`config.mk`:
```
export PLATFORM = sky130hd
export DESIGN_NAME = booth_multiplier_seq_flat
export DESIGN_NICKNAME = d
export VERILOG_FILES = /design/src/rtl/booth_multiplier_seq_if.sv /design/src/rtl/booth_multiplier_seq.sv /design/src/flat_wrapper.sv
export SDC_FILE = /design/constraint.sdc
export NUM_CORES = 1
export LEC_CHECK = 0
export ABC_AREA = 1
export CORE_UTILIZATION = 45
export DETAILED_ROUTE_END_ITERATION = 12
export HOLD_SLACK_MARGIN = 0.05
export MAX_ROUTING_LAYER = met4
export PLACE_DENSITY = 0.68
export REMOVE_ABC_BUFFERS = 1
export SETUP_SLACK_MARGIN = 0.05
export SLEW_MARGIN = 20
export SYNTH_ARGS = -nofsm -noshare
export SYNTH_HDL_FRONTEND = slang
export SYNTH_SLANG_ARGS = --single-unit
```
`constraint.sdc`:
```
create_clock -name clock -period 7.5 [get_ports clock]
set_input_delay 0.75 -clock clock [delete_from_list [all_inputs] [get_ports clock]]
set_output_delay 0.75 -clock clock [all_outputs]
set_load 0.1 [all_outputs]
```
`src/rtl/booth_multiplier_seq_if.sv`:
```
// Start/busy/done handshake and operand/result bus for the sequential Booth multiplier.
interface booth_multiplier_seq_if #(parameter int WIDTH = 32);
  logic                 start;
  logic [WIDTH-1:0]     Multiplicand;
  logic [WIDTH-1:0]     Multiplier;
  logic [2*WIDTH-1:0]   Z;
  logic                 busy;
  logic                 done;

  modport master (output start, Multiplicand, Multiplier, input Z, busy, done);
  modport slave  (input start, Multiplicand, Multiplier, output Z, busy, done);
endinterface

```
`src/rtl/booth_multiplier_seq.sv`:
```
// Radix-2 Booth signed multiplier, one multiplier bit per clock; product packed {HI,LO}.
module booth_multiplier_seq #(
  parameter int WIDTH = 32
) (
  input logic                   clock,
  input logic                   reset,
  booth_multiplier_seq_if.slave bus
);
  localparam int CW = $clog2(WIDTH + 1);

  typedef enum logic [1:0] {IDLE, RUN, DONE} state_t;

  state_t             state, state_nxt;
  logic [WIDTH:0]     m_q, a_q;
  logic [WIDTH-1:0]   q_q;
  logic               qm1_q;
  logic [CW-1:0]      cnt_q;
  logic [2*WIDTH-1:0] z_q;
  logic               load, step, last;
  logic [WIDTH:0]     a_sum, a_shr;
  logic [WIDTH-1:0]   q_shr;

  // A carries one guard bit so negating M = -2^(WIDTH-1) cannot overflow.
  always_comb begin
    a_sum = a_q;
    case ({q_q[0], qm1_q})
      2'b01:   a_sum = a_q + m_q;
      2'b10:   a_sum = a_q - m_q;
      default: a_sum = a_q;
    endcase
    a_shr = {a_sum[WIDTH], a_sum[WIDTH:1]};
    q_shr = {a_sum[0], q_q[WIDTH-1:1]};
  end

  always_ff @(posedge clock) begin
    if (reset) state <= IDLE;
    else       state <= state_nxt;
  end

  always_comb begin
    state_nxt = state;
    load      = 1'b0;
    step      = 1'b0;
    last      = 1'b0;
    case (state)
      IDLE: if (bus.start) begin
        load      = 1'b1;
        state_nxt = RUN;
      end
      RUN: begin
        step = 1'b1;
        if (cnt_q == CW'(WIDTH - 1)) begin
          last      = 1'b1;
          state_nxt = DONE;
        end
      end
      DONE:    state_nxt = IDLE;
      default: state_nxt = IDLE;
    endcase
  end

  always_ff @(posedge clock) begin
    if (reset) begin
      m_q   <= '0;
      a_q   <= '0;
      q_q   <= '0;
      qm1_q <= 1'b0;
      cnt_q <= '0;
      z_q   <= '0;
    end else if (load) begin
      m_q   <= {bus.Multiplicand[WIDTH-1], bus.Multiplicand};
      a_q   <= '0;
      q_q   <= bus.Multiplier;
      qm1_q <= 1'b0;
      cnt_q <= '0;
    end else if (step) begin
      a_q   <= a_shr;
      q_q   <= q_shr;
      qm1_q <= q_q[0];
      cnt_q <= cnt_q + 1'b1;
      // Only the final step publishes, so Z never exposes partial products.
      if (last) z_q <= {a_shr[WIDTH-1:0], q_shr};
    end
  end

  assign bus.Z    = z_q;
  assign bus.busy = (state == RUN);
  assign bus.done = (state == DONE);
endmodule

```
`src/flat_wrapper.sv`:
```
// flat-port wrapper written by rule: the top's interface ports become plain ports
module booth_multiplier_seq_flat 
#(
  parameter int WIDTH = 32
)
  (clock, reset, bus_start, bus_Multiplicand, bus_Multiplier, bus_Z, bus_busy, bus_done);
  booth_multiplier_seq_if #(.WIDTH(WIDTH)) bus_i ();
  input logic clock;
  input logic reset;
  input wire logic [$bits(bus_i.start)-1:0] bus_start;
  input wire logic [$bits(bus_i.Multiplicand)-1:0] bus_Multiplicand;
  input wire logic [$bits(bus_i.Multiplier)-1:0] bus_Multiplier;
  output wire logic [$bits(bus_i.Z)-1:0] bus_Z;
  output wire logic [$bits(bus_i.busy)-1:0] bus_busy;
  output wire logic [$bits(bus_i.done)-1:0] bus_done;
  assign bus_i.start = bus_start;
  assign bus_i.Multiplicand = bus_Multiplicand;
  assign bus_i.Multiplier = bus_Multiplier;
  assign bus_Z = bus_i.Z;
  assign bus_busy = bus_i.busy;
  assign bus_done = bus_i.done;
  booth_multiplier_seq #(.WIDTH(WIDTH)) u_core (.clock(clock), .reset(reset), .bus(bus_i));
endmodule
```
# Word-level counts from Yosys, hierarchy flattened
# Cells that the tools add are included.
dict set report totals {
  output_inout_bits 66
  ff_bits 169
  inputBits 67
  elab_cells 34
}
dict set report classes {
  add_sub_neg 3
  n_reduce_logical 5
  n_mux 11
  eq_ne 7
  n_bitwise 1
}
# operator n
set ops {}
lappend ops {{33-bit one-hot mux with 2 select lines} 1}
lappend ops {{32-bit two-way mux} 2}
lappend ops {{32-bit by 32-bit adder with 33-bit output} 1}
lappend ops {{32-bit by 32-bit subtractor with 33-bit output} 1}
lappend ops {{6-bit by 1-bit adder with 6-bit output (second input constant)} 1}
lappend ops {{6-bit by 5-bit equality test with 1-bit output (second input constant)} 1}
lappend ops {{1-bit two-way mux} 5}
lappend ops {{2-bit by 1-bit equality test with 1-bit output (second input constant)} 2}
lappend ops {{2-bit equality test (second input constant)} 2}
lappend ops {{2-bit two-way mux} 2}
lappend ops {{2-bit one-hot mux with 2 select lines} 1}
lappend ops {{3-bit AND reduction} 1}
lappend ops {{2-bit zero test} 1}
lappend ops {{2-bit by 1-bit != test with 1-bit output (second input constant)} 1}
lappend ops {{2-bit != test (second input constant)} 1}
lappend ops {{2-bit AND reduction} 1}
lappend ops {{2-bit nonzero test} 1}
lappend ops {{2-bit OR reduction} 1}
lappend ops {{1-bit inverter} 1}

# Depth between registers and ports, before layout
# Gate-level depths: netlist (run 1).
dict set report depth {
  ltp_word 4
  mapped_depth 26
  mapped_depth_nobuf 26
}

# Worst setup path after synthesis (run 1)
# No wires, ideal clock.
dict set report synth_path {
  path_kind {register -> register}
  start {register u_core.qm1_q}
  end {register u_core.a_q[13]}
  path_slack_ps 4582
  t_required_ps 7387
  setup_ps 113
  period_less_slack_ps 2918
  path_buffers 2
  arrival_time_ps 2805
  stages_incl_launch_ff 21
  path_cell_list {dfxtp_1 > inv_1 > ha_1 > clkbuf_1 > inv_1 > clkbuf_1 > nand2_1 > xor2_1 > inv_1 > ha_1 > or2_1 > and2_4 > nand2_2 > nand2_2 > nand2_1 > nand2_1 > or2_1 > nand3_1 > o21ai_1 > o21ai_1 > inv_1}
}
dict set report synth_via {
  elab_chain_cells 2
  elab_cells_between_ends 3
  cone_classes {eq/ne: 2; mux: 1}
}
# element line
set synth_rtl {}
lappend synth_rtl {{start: declaration} booth_multiplier_seq.sv:16} ;# logic qm1_q;
lappend synth_rtl {{start signal: assignment} booth_multiplier_seq.sv:79} ;# qm1_q <= q_q[0];
lappend synth_rtl {{2-bit equality test / 2-bit by 1-bit equality test with 1-bit output (equally long branches)} booth_multiplier_seq.sv:26} ;# case ({q_q[0], qm1_q})
lappend synth_rtl {{33-bit one-hot mux with 2 select lines *} booth_multiplier_seq.sv:26}
lappend synth_rtl {{end signal: assignment} booth_multiplier_seq.sv:77} ;# a_q <= a_shr;
lappend synth_rtl {{end: declaration} booth_multiplier_seq.sv:14} ;# logic [WIDTH:0] m_q, a_q;
# Mark *: on every way between the ends. The rest lies on a longest branch, timed or not.
# A chain may end at the register's enable or synchronous reset.

# Worst setup path in the final report (run 1)
dict set report layout_path {
  start {register u_core.q_q[0]}
  end {register u_core.a_q[20]}
}
dict set report layout_via {
  elab_chain_cells 2
  elab_cells_between_ends 3
  cone_classes {eq/ne: 2; mux: 1}
}
# element line
set layout_rtl {}
lappend layout_rtl {{start: declaration} booth_multiplier_seq.sv:15} ;# logic [WIDTH-1:0] q_q;
lappend layout_rtl {{start signal: assignment} booth_multiplier_seq.sv:73} ;# q_q <= bus.Multiplier;
lappend layout_rtl {{start signal: assignment} booth_multiplier_seq.sv:78} ;# q_q <= q_shr;
lappend layout_rtl {{2-bit equality test / 2-bit by 1-bit equality test with 1-bit output (equally long branches)} booth_multiplier_seq.sv:26}
lappend layout_rtl {{33-bit one-hot mux with 2 select lines *} booth_multiplier_seq.sv:26}
# Marked as above.

==> results of run 1 <==
==> final timing paths <==
kind	endpoint	from	slack [ps]
min	u_core.bus.Z[22]	u_core.q_q[23]	470
max	u_core.a_q[20]	u_core.q_q[0]	3620
min reg2reg	u_core.bus.Z[22]	u_core.q_q[23]	470
max reg2reg	u_core.a_q[20]	u_core.q_q[0]	3620
==> metal layers <==
| layer | GRT usage | vias to the layer above |
|---|---|---|
| li1 | - | 5032 |
| met1 | 0.358 | 4530 |
| met2 | 0.428 | 296 |
| met3 | 0.0511 | 23 |
| met4 | 0.0628 | 0 |
| met5 | - | - |
==> worst max-delay path: cells and delay by family (launching register included) <==
kind            cells  cell delay (ps)
xor+xnor            1              200
fa+ha+maj           2              930
compound gates      4              720
flops               1              360
simple gates        7             1000
buf+inv             3              580
==> cell usage after synthesis, types with 2 or more instances <==
master / instances / area [sq um]
buf_2: 14 / 70.1
ha_1: 35 / 438
nand2_2: 3 / 18.8
nor2_4: 3 / 33.8
o211ai_1: 14 / 105
nor3_1: 14 / 70.1
nor2_1: 166 / 623
nor4_1: 2 / 12.5
o21ai_1: 11 / 55.1
buf_1: 9 / 33.8
o21a_1: 12 / 90.1
inv_2: 7 / 26.3
clkbuf_1: 35 / 131
nor2_2: 4 / 25.0
or2_1: 3 / 18.8
or2_2: 4 / 25.0
nand3b_1: 9 / 67.6
buf_4: 3 / 22.5
o21ai_0: 80 / 400
o21bai_1: 9 / 67.6
nand4_1: 9 / 56.3
nand3_1: 109 / 546
xnor2_1: 15 / 131
dfxtp_1: 169 / 3380
nand2_1: 449 / 1690
inv_1: 186 / 698
a21oi_1: 71 / 355
a31oi_1: 35 / 219
o31ai_1: 2 / 15.0
xor2_1: 21 / 184
==> kinds of logic (layout without fill, tap and decap cells) <==
group           Yosys count  count (layout)  synth area share
simple gates            779             779             0.331
buf+inv                 254             366             0.101
compound gates          241             241             0.140
flops                   169             169             0.348
fa+ha+maj                36              36            0.0471
xor+xnor                 36              36            0.0324
==> metrics by stage <==
stage,setup WS (ps),util
finish,3620,0.561
global route,3260,0.561
CTS,3670,0.559
detailed placement,3770,0.531
global placement,3790,0.531
floorplan,2940,-
==> flip-flops by register name, summed over array words and instances, names as in the netlist <==
name          count
u_core.q_q       32
u_core.bus.Z     64
u_core.cnt_q      6
u_core.state      2
u_core.m_q       32
u_core.a_q       32
u_core.qm1_q      1
==> cell type report <==
class                      instances  area, sq um  share of cell area
timing repair buffer             141         1410               0.119
tap                              275          344              0.0291
multi-input combinational       1092         5360               0.454
clock buffer                      19          443              0.0375
clock inverter                    13          155              0.0131
inverter                         193          724              0.0613
sequential                       169         3380               0.286
==> power by group <==
| part | switching, W | internal (W) |
|---|---|---|
| Sequential | 0.0000360 | 0.000935 |
| Combinational | 0.000340 | 0.000191 |
| Clock | 0.000421 | 0.000483 |
==> placed cells by master, fill, tap and decap left out, drive strengths merged, types with 2 or more instances in the layout <==
master,synthesis,routed
inv,193,198
nand2,452,452
ha,35,35
a21oi,72,72
a31oi,35,35
nand3,110,110
buf,26,9
nor3,15,15
clkinv,0,3
xor2,21,21
o21a,12,12
nand3b,9,9
xnor2,15,15
nand4,9,9
o31ai,2,2
clkinvlp,0,4
clkbuf,35,19
nor4,2,2
nor2,173,173
dfxtp,169,169
clkdlybuf4s50,0,132
o21bai,9,9
o21ai,92,92
or2,7,7
o211ai,14,14
==> impl_metrics.env, run 1 <==
export IMPL_post_cts_resized=0
export IMPL_gp_congestion=1.03
export IMPL_io_pins=133
export IMPL_fin_crit_sh=0.517
export IMPL_post_route_cell_area_sq_mm=0.0118
export IMPL_rows=53
export IMPL_ys_flop_type="dfxtp_1"
export IMPL_finalSetupViolations=0
export IMPL_clock_fmax_ghz=0.258
export IMPL_outcome="finished clean"
export IMPL_netlist_instances=1515
export IMPL_placed_cells=1869
export IMPL_clock_latency_ps=440
export IMPL_firstDrtPassIters=5
export IMPL_power_density_mw_per_mm2=204
export IMPL_slowest_stage="ha_1"
export IMPL_final_antenna_net_count=0
export IMPL_cts_sinks=169
export IMPL_cts_made_buffers=17
export IMPL_cts_root_buf="clkbuf_16"
export IMPL_drtIter0Drc=657
export IMPL_max_clock_path_buffers=2
export IMPL_die_x_um=149
export IMPL_grt_pass1_vias=9221
export IMPL_path_cells="ha_1 > inv_1 > nand2_1 > o21ai_0 > xor2_1 > inv_1 > ha_1 > a21oi_1 > o21ai_0 > a21oi_1 > nand2_1 > nand2_1 > nand3b_1 > nand3_1 > nand3_1 > nand2_1 > inv_1"
export IMPL_clk_pin_slew_ps=80
export IMPL_hold_slack_ps=466
export IMPL_h_tree_depth=4
export IMPL_critPathLaunchType="flip-flop"
export IMPL_dp_hpwl_mm=20.6
export IMPL_yosysUniqueCellTypes=42
export IMPL_yosysWarnings=0
export IMPL_highest_layer="met4"
export IMPL_min_period_ps=3880
export IMPL_met3_length_mm=1.79
export IMPL_diodes=0
export IMPL_max_cap_violations=0
export IMPL_stdcell_count=1902
export IMPL_coreArea_sq_mm=0.0211
export IMPL_total_power_w=0.00241
export IMPL_die_height_um=149
export IMPL_ys_ff_latch=169
export IMPL_synthesis_area_sq_mm=0.00972
export IMPL_finalMaxSlewViolations=0
export IMPL_syn_to_final_growth_pct=21.6
export IMPL_path_class="reg2reg"
export IMPL_grt_pass1_wl_mm=46.0
export IMPL_power_leakage_nw=5.54
export IMPL_wire_per_inst_um=15.0
export IMPL_tightestPinTransition_ps=1030
export IMPL_wl_met2_mm=13.1
export IMPL_vias=9881
export IMPL_postCtsSetupBuffers=0
export IMPL_ys_seq_area_frac=0.348
export IMPL_rsz0062_at_grt="false"
export IMPL_wirelength_mm=28.5
export IMPL_cts_hold_buf=0
export IMPL_routed_via_density=5.20
export IMPL_min_path_cells=2
export IMPL_crit_path_max_fanout=18
export IMPL_antenna_found_initial=0
export IMPL_nNetsFinal=1717
export IMPL_reg2reg_depth=17
export IMPL_drc=0
export IMPL_grt_remaining_overflow=0
export IMPL_portBuffers=132
export IMPL_start_util=0.461
export IMPL_grt_use_total=0.271
export IMPL_met1_length_mm=13.3
export IMPL_grt_max_degree=96
export IMPL_synth_edf_count=0
export IMPL_crit_path_end_kind="flip-flop"
export IMPL_synth_avg_cell_area_sq_um=6.42
export IMPL_ir_worst_vdd_mv=0.126
export IMPL_cp_arrival_ps=4210
export IMPL_fin_skew_ps=12.8
export IMPL_dieArea_sq_mm=0.0222
export IMPL_cpPeakStageDelay_ps=600
export IMPL_cts_tree="yes"
export IMPL_drive_above_1_share=0.0424
export IMPL_synthArstFlopShare=0
export IMPL_maxSlewHeadroom=0.309
export IMPL_dpl_instance_area_sq_mm=0.0112
export IMPL_setup_tns_ps=0
export IMPL_crit_top_cell="nand2_1"
export IMPL_required_ps=7840
export IMPL_min_path_type="reg2reg"
export IMPL_fill_cells=2135
export IMPL_hold_violations=0
Power figures use the tool's default switching activity.
==> run 2: changes to the inputs <==
==> constraint.sdc (replaced) <==
create_clock -name clock -period 4.05 [get_ports clock]
set_input_delay 0.405 -clock clock [delete_from_list [all_inputs] [get_ports clock]]
set_output_delay 0.405 -clock clock [all_outputs]
set_load 0.1 [all_outputs]
==> run 2 against run 1 <==
Utilization is 0.27 points higher; clock skew up 5.2 ps; design area rose by 0.48%; first-iteration DRC count shrank 19%; flip-flop and latch count did not move; via count decreased by 1.5%; register-to-register slack got worse by 2900 ps; clock power grew 86%; total power up 85%; largest cell class unchanged; highest routed layer unchanged.
==> impl_metrics.env, run 2 (same netlist as run 1, synthesis figures left out) <==
export IMPL_required_ps=4390
export IMPL_vias=9737
export IMPL_power_density_mw_per_mm2=376
export IMPL_critPathLaunchType="flip-flop"
export IMPL_layout_common_cells="449 x nand2_1, 183 x inv_1, 169 x dfxtp_1"
export IMPL_clock_fmax_ghz=0.297
export IMPL_rows=53
export IMPL_path_class="reg2reg"
export IMPL_finalMaxSlewViolations=0
export IMPL_max_clock_path_buffers=2
export IMPL_h_tree_depth=4
export IMPL_diodes=0
export IMPL_post_cts_resized=0
export IMPL_post_route_cell_area_sq_mm=0.0119
export IMPL_dpl_instance_area_sq_mm=0.0113
export IMPL_gp_congestion=0.986
export IMPL_routed_via_density=5.10
export IMPL_cts_made_buffers=17
export IMPL_max_cap_violations=0
export IMPL_grt_remaining_overflow=0
export IMPL_portBuffers=132
export IMPL_cts_hold_buf=0
export IMPL_ir_worst_vdd_mv=0.264
export IMPL_crit_path_end_kind="flip-flop"
export IMPL_cts_tree="yes"
export IMPL_fin_crit_sh=0.831
export IMPL_coreArea_sq_mm=0.0211
export IMPL_crit_path_max_fanout=5
export IMPL_clk_pin_slew_ps=90
export IMPL_cpPeakStageDelay_ps=370
export IMPL_path_cells="inv_1 > ha_1 > nand2_1 > nor2_2 > nand2_1 > o21ai_0 > xnor2_1 > inv_1 > ha_1 > a21oi_1 > inv_1 > o21ai_0 > nand2_1 > a21oi_1 > nand3b_1 > nand3_1 > nand3_1 > nand2_1 > inv_1"
export IMPL_fin_skew_ps=18.1
export IMPL_firstDrtPassIters=6
export IMPL_min_path_type="reg2reg"
export IMPL_die_x_um=149
export IMPL_drive_above_1_share=0.0471
export IMPL_syn_to_final_growth_pct=22.2
export IMPL_wire_per_inst_um=15.2
export IMPL_final_antenna_net_count=0
export IMPL_io_pins=133
export IMPL_outcome="finished clean"
export IMPL_grt_pass1_wl_mm=47.0
export IMPL_drtIter0Drc=529
export IMPL_cp_arrival_ps=3700
export IMPL_wirelength_mm=29.1
export IMPL_drc=0
export IMPL_maxSlewHeadroom=0.309
export IMPL_total_power_w=0.00446
export IMPL_grt_pass1_vias=9268
export IMPL_cts_root_buf="clkbuf_16"
export IMPL_power_leakage_nw=5.59
export IMPL_dieArea_sq_mm=0.0222
export IMPL_slowest_stage="ha_1"
export IMPL_finalSetupViolations=0
export IMPL_min_period_ps=3360
export IMPL_layout_commonest_cell="nand2_1"
export IMPL_die_height_um=149
export IMPL_clock_latency_ps=450
export IMPL_dp_hpwl_mm=21.8
export IMPL_rsz0062_at_grt="false"
export IMPL_nNetsFinal=1725
export IMPL_postCtsSetupBuffers=0
export IMPL_largest_reg_flops=64
export IMPL_antenna_found_initial=0
export IMPL_cts_sinks=169
export IMPL_hold_violations=0
export IMPL_grt_max_degree=44
export IMPL_grt_use_total=0.279
export IMPL_tightestPinTransition_ps=1030
export IMPL_start_util=0.461
## run 2: final cells by class
class | count | area, sq um
Clock buffer | 18 | 429
Clock inverter | 14 | 173
Fill cell | 2174 | 9210
Inverter | 193 | 724
Multi-Input combinational cell | 1092 | 5360
Sequential cell | 169 | 3380
Tap cell | 275 | 344
Timing Repair Buffer | 149 | 1460
## run 2: where the power goes
group / internal (W) / total (W) / switching (W)
Sequential: 0.00173 / 0.00180 / 0.0000680
Clock: 0.000839 / 0.00168 / 0.000836
Combinational: 0.000361 / 0.000990 / 0.000629
## run 2: worst paths after layout
kind,startpoint,endpoint,slack (ps),cells past startpoint
max,u_core.m_q[0],u_core.bus.Z[56],690,19
min,u_core.q_q[30],u_core.bus.Z[29],470,2
max reg2reg,u_core.m_q[0],u_core.bus.Z[56],690,19
min reg2reg,u_core.q_q[30],u_core.bus.Z[29],470,2
## run 2: worst max-delay path: cells and delay by family (launching register included)
kind | cells | cell delay [ps]
buffers and inverters | 4 | 290
and+or+nand+nor | 8 | 940
DFF | 1 | 320
adders and majority gates | 2 | 550
AOI/OAI and AO/OA | 4 | 1010
xor gates and xnor gates | 1 | 160
## run 2: metrics by stage
step / utilization / setup TNS (ps) / instances / hold WS, ps / setup WS, ps
finish: 0.563 / 0 / 1910 / 468 / 685
global route: 0.563 / 0 / 1910 / 487 / 371
CTS: 0.563 / 0 / 1910 / 468 / 746
detailed placement: 0.535 / 0 / 1878 / 453 / 788
global placement: 0.535 / 0 / 1878 / 452 / 812
floorplan: - / -15890 / 1454 / 441 / -507
## run 2: routing by layer
metal | track usage | up-vias | share of wire
met5 | - | - | 0
met4 | 0.0806 | 0 | 0.019
met3 | 0.0602 | 33 | 0.056
met2 | 0.434 | 229 | 0.45
met1 | 0.363 | 4426 | 0.48
li1 | - | 5049 | -
